===== src/rtl/rca_64.sv =====
// rca_64: 64-bit ripple-carry adder with combinational outputs and a
// registered copy of sum, carry-out and signed overflow.
// The carry ripples through 16 four-bit stages of one-bit full-adder cells.
// No lookahead or carry-select logic is used anywhere in the chain.
module rca_64 (
    input  logic        clk,
    input  logic        rst,
    input  logic [63:0] A,
    input  logic [63:0] B,
    input  logic        Cin,
    output logic [63:0] SUM,
    output logic        Cout,
    output logic        OVF,
    output logic [63:0] SUM_R,
    output logic        COUT_R,
    output logic        OVF_R
);

    // One four-bit ripple stage.
    // The return value is packed as {carry out, carry into bit 3, sum[3:0]}.
    // The carry into bit 3 is needed only by the top stage, where it is c_63.
    function automatic logic [5:0] ripple4(
        input logic [3:0] a,
        input logic [3:0] b,
        input logic       cin
    );
        logic       c;
        logic       c3;
        logic [3:0] s;
        c  = cin;
        c3 = 1'b0;
        s  = '0;
        for (int k = 0; k < 4; k++) begin
            if (k == 3) begin
                c3 = c;
            end
            s[k] = a[k] ^ b[k] ^ c;
            c    = (a[k] & b[k]) | (c & (a[k] ^ b[k]));
        end
        return {c, c3, s};
    endfunction

    logic [63:0] w_sum;
    logic        w_carry;
    logic        w_c63;
    logic [5:0]  w_stage;

    // Ripple the carry through 16 chained four-bit stages, starting from Cin.
    always_comb begin
        w_sum   = '0;
        w_carry = Cin;
        w_c63   = 1'b0;
        w_stage = '0;
        for (int st = 0; st < 16; st++) begin
            w_stage           = ripple4(A[st*4 +: 4], B[st*4 +: 4], w_carry);
            w_sum[st*4 +: 4]  = w_stage[3:0];
            w_c63             = w_stage[4];
            w_carry           = w_stage[5];
        end
    end

    // Signed overflow occurs when the carry into the sign bit (c_63)
    // differs from the carry out of the sign bit (c_64).
    assign SUM  = w_sum;
    assign Cout = w_carry;
    assign OVF  = w_carry ^ w_c63;

    logic [63:0] r_sum;
    logic        r_cout;
    logic        r_ovf;

    // Capture the combinational result every cycle.
    // Reset has priority over capture.
    always_ff @(posedge clk) begin
        if (rst) begin
            r_sum  <= '0;
            r_cout <= 1'b0;
            r_ovf  <= 1'b0;
        end else begin
            r_sum  <= w_sum;
            r_cout <= w_carry;
            r_ovf  <= w_carry ^ w_c63;
        end
    end

    assign SUM_R  = r_sum;
    assign COUT_R = r_cout;
    assign OVF_R  = r_ovf;

endmodule


===== config.mk =====
export PLATFORM = sky130hd
export DESIGN_NAME = rca_64
export DESIGN_NICKNAME = d
export VERILOG_FILES = /design/src/rtl/rca_64.sv
export SDC_FILE = /design/constraint.sdc
export NUM_CORES = 1
export LEC_CHECK = 0
export ABC_AREA = 0
export BUFFER_PORTS_ARGS = -buffer_cell sky130_fd_sc_hd__buf_2
export CORE_AREA = 5 5 98 100
export CTS_CLUSTER_DIAMETER = 120
export DETAILED_ROUTE_END_ITERATION = 8
export DIE_AREA = 0 0 103 105
export HOLD_SLACK_MARGIN = 0.03
export MAX_ROUTING_LAYER = met4
export PLACE_DENSITY = 0.86
export REMOVE_ABC_BUFFERS = 1
export SLEW_MARGIN = 15
export SYNTH_ARGS = -nofsm -noshare
export SYNTH_HDL_FRONTEND = slang
export SYNTH_SLANG_ARGS = --single-unit

===== constraint.sdc =====
create_clock -name clk -period 146.3 [get_ports clk]
set_clock_uncertainty 0.05 [all_clocks]
set_input_delay 43.89 -clock clk [delete_from_list [all_inputs] [get_ports clk]]
set_output_delay 43.89 -clock clk [all_outputs]
set_load 0.005 [all_outputs]

== Yosys cells after proc, flatten, opt, wreduce, memory -nomap -nowiden ==
Cells that the tools add are included.

* Bitwise logic cells: 321

{| class="wikitable"
|+ Operators by type and width
! operator !! number
|-
| 1-bit XOR || 129
|-
| 1-bit bitwise AND || 128
|-
| 1-bit OR || 64
|}

* Flip-flop bits (word level): 66
* Output and inout bits: 132

== Depth between registers and ports, before layout ==
* Depth after elaboration: 130
* Depth in mapped cells: 69

== Worst setup path before layout ==
Ideal clock, no wire load.

* Path kind: input to output
* Start: input A[0]
* End: output SUM[63]
* Slack: 34.084 ns
* Path buffers: 0
* Required time: 102.360 ns
* Arrival: 68.276 ns
* Cell stages on the path: 68
* Path through: fa_1 > fa_1 > fa_1 > fa_1 > fa_1 > fa_1 > fa_1 > fa_1 > fa_1 > fa_1 > fa_1 > fa_1 > fa_1 > fa_1 > fa_1 > inv_1 > fa_1 > inv_1 > [32 not listed] > fa_1 > fa_1 > fa_1 > fa_1 > fa_1 > fa_1 > fa_1 > fa_1 > fa_1 > fa_1 > fa_1 > fa_1 > fa_1 > fa_1 > fa_1 > inv_1 > fa_1 > inv_1

* Word-level cells in the longest chain between the ends: 128

{| class="wikitable"
|+ RTL lines
! element !! line !! RTL
|-
| from (decl) || 8 || <nowiki>input logic [63:0] A,</nowiki>
|-
| 1-bit XOR || 38 || <nowiki>c = (a[k] & b[k]) | (c & (a[k] ^ b[k]));</nowiki>
|-
| 1-bit bitwise AND || 38 ||
|-
| 1-bit OR (*) || 38 ||
|-
| 1-bit bitwise AND (*) || 38 ||
|-
| 1-bit OR (*) || 38 ||
|-
| 1-bit bitwise AND (*) || 38 ||
|-
| 1-bit OR (*) || 38 ||
|-
| 1-bit bitwise AND (*) || 38 ||
|-
| [112 not listed] || n/a ||
|-
| 1-bit OR (*) || 38 ||
|-
| 1-bit bitwise AND (*) || 38 ||
|-
| 1-bit OR (*) || 38 ||
|-
| 1-bit bitwise AND (*) || 38 ||
|-
| 1-bit OR (*) || 38 ||
|-
| 1-bit bitwise AND (*) || 38 ||
|-
| 1-bit OR (*) || 38 ||
|-
| 1-bit XOR (*) || 37 || <nowiki>s[k] = a[k] ^ b[k] ^ c;</nowiki>
|-
| to (decl) || 11 || <nowiki>output logic [63:0] SUM,</nowiki>
|}

Mark *: on every way between the ends. The rest lies on a longest branch, timed or not.

== Final worst setup path ==
Same ends and word-level chain as after synthesis.

==> flow_metrics.env <==
export IMPL_status="finished, final reports clean"
export IMPL_die_w_microns=103
export IMPL_cts_sinks=66
export IMPL_relSlewSlack_pct=57.36
export IMPL_seqCellArea_sq_um=1321
export IMPL_yosys_area_top_type_share_pct=42.39
export IMPL_viasPerCell=4.304
export IMPL_drive_gt1_share_pct=57.32
export IMPL_hold_start="B[46]"
export IMPL_worstPathRequired_ps=102360
export IMPL_yosys_warnings=0
export IMPL_irDropWorstVdd_uv=4.583
export IMPL_cts_tree="done"
export IMPL_synth_enable_flop_cells=0
export IMPL_power_density_nw_per_um2=11.39
export IMPL_area_growth_pct=51.02
export IMPL_ys_flop_type="dfxtp_1"
export IMPL_die_height_microns=105
export IMPL_grtUsageTotal_pct=17.76
export IMPL_rsz0062_at_grt="false"
export IMPL_antenna_found_initial=0
export IMPL_cts_resized=0
export IMPL_tightest_slew_ps=639.5
export IMPL_synth_seq_area_share_pct=42.39
export IMPL_avgSynthCellArea_sq_um=14.56
export IMPL_yosysTopAreaCell="dfxtp_1"
export IMPL_setup_viol=0
export IMPL_path_clk_slew_ps=70
export IMPL_dieArea_sq_um=10820
export IMPL_ys_async_sr_fraction_pct=0
export IMPL_place_congestion=0.9028
export IMPL_antenna_cells=0
export IMPL_cp_arrival_ps=69740
export IMPL_dr_pass1_iters=4
export IMPL_p_leak_nw=2.397
export IMPL_met1_length_microns=3081
export IMPL_drt_wl_total_microns=9355
export IMPL_place_inst=577
export IMPL_grt_max_degree=67
export IMPL_drv_cap=0
export IMPL_end_kind="output pin"
export IMPL_port_buffers=262
export IMPL_clockRootBuffer="clkbuf_8"
export IMPL_startpoint_type="primary input"
export IMPL_cts_buffer_depth=2
export IMPL_power_uw=53.61
export IMPL_drt_initial_drc_count=35
export IMPL_htreeDepth=3
export IMPL_ys_top_cells_by_count="dfxtp_1, fa_1, nor2b_1"
export IMPL_ys_ff_latch=66
export IMPL_hold_viol_final=0
export IMPL_drv_slew=0
export IMPL_final_nets=675
export IMPL_holdPathStages=3
export IMPL_rows=34
export IMPL_core_sq_um=8593
export IMPL_min_to="SUM_R[46]"
export IMPL_highest_layer="met4"
export IMPL_grt_pass1_wl_microns=14170
export IMPL_crit_top_cell="fa_1"
export IMPL_cpPeakStageDelay_ps=430
export IMPL_num_vias=2552
export IMPL_hp_class="in2reg"
export IMPL_ios=263
export IMPL_cp_max_fo=2
export IMPL_path_class="in2out"
export IMPL_max_freq_mhz=8.797
export IMPL_met2_wirelength_microns=5081
export IMPL_routedWlPerCell_microns=15.78
export IMPL_setup_tns_ps=0
export IMPL_synth_distinct_cells=10
export IMPL_synth_area_leaders="dfxtp_1, fa_1, nor2b_1, buf_6, inv_1"
export IMPL_yosysMostFrequentCell="dfxtp_1"
export IMPL_start_util_pct=36.27
export IMPL_grt_overflow=0
export IMPL_grt_pass1_vias=2977
export IMPL_dr_wl_met3_microns=981
export IMPL_ant_nets=0
export IMPL_syn_area_sq_um=3117
export IMPL_multiInputGateArea_sq_um=1695
export IMPL_final_cells=593
export IMPL_slowest_stage="fa_1"
export IMPL_fillers=721
export IMPL_cts_hold_buf=0
export IMPL_post_cts_buffers=0
export IMPL_min_period_over_period_pct=77.70
export IMPL_synthCells=214
export IMPL_hpwl_microns=8278
export IMPL_post_route_min_period_ps=113680
export IMPL_drcViolationCount=0
export IMPL_numCtsBuffers=9
[critical path: cells and delay by family]
family | cells | cell delay (ps)
adder cells (fa/ha/maj) | 64 | 25290
buffers and inverters | 6 | 520
[worst max path at each step]
stage | from | to | slack [ps] | cells after the start
2_1_floorplan | A[0] | SUM[63] | 34080 | 68
3_3_place_gp | A[0] | SUM[63] | 33090 | 70
3_5_place_dp | A[0] | SUM[63] | 32550 | 70
6_report | A[0] | SUM[63] | 32620 | 70
4_1_cts | A[0] | SUM[63] | 32530 | 70
5_1_grt | A[0] | SUM[63] | 31840 | 70
[cell type report]
type	count	share of cell area (%)
clock buffer	10	2.924
sequential	66	28.07
multi-input combinational	131	36.02
timing repair buffer	262	27.91
tap	108	2.871
inverter	10	0.7974
clock inverter	6	1.409
[logic make-up after synthesis]
family        synth area share (%)
fa+ha+maj                    41.11
simple gates                 13.01
xor+xnor                    0.2811
buf+inv                      3.211
flops                        42.39
[where the power goes]
part	internal (mW)	total (mW)	switching (mW)	leakage, nW
sequential	0.0203	0.0209	0.000546	0.550
combinational	0.00917	0.0172	0.00801	1.75
clock	0.00833	0.0155	0.00721	0.0945
[cells in the final DEF (no fill, tap or decap)]
cell type   instances
buf_2             261
dfxtp_1            66
fa_1               64
nor2b_1            63
inv_1              10
clkbuf_8           10
nor2_1              3
clkinvlp_4          3
xnor2_1             1
clkinv_4            1
bufinv_16           1
clkinv_2            1
buf_4               1
[sequential cells by signal (all words and copies together) (netlist names)]
signal and cells:
SUM_R 64, COUT_R 1, OVF_R 1
[routing by layer]
metal / vias up / global-route usage [%]
met5: - / -
met4: 0 / 7.123
met3: 15 / 4.330
met2: 165 / 31.81
met1: 1199 / 18.19
li1: 1173 / -
[stage by stage]
stage	setup slack [ps]	util, %	hold WS, ps	area, sq um
6_report	32620	54.78	43900	4707
4_1_cts	32530	54.75	43880	4705
3_3_place_gp	33090	52.37	44220	4501
3_5_place_dp	32550	52.37	44220	4501
2_1_floorplan	34080	-	43910	3054
5_1_grt	31840	54.78	43890	4707
No activity file was read; power rests on OpenSTA's default activity.
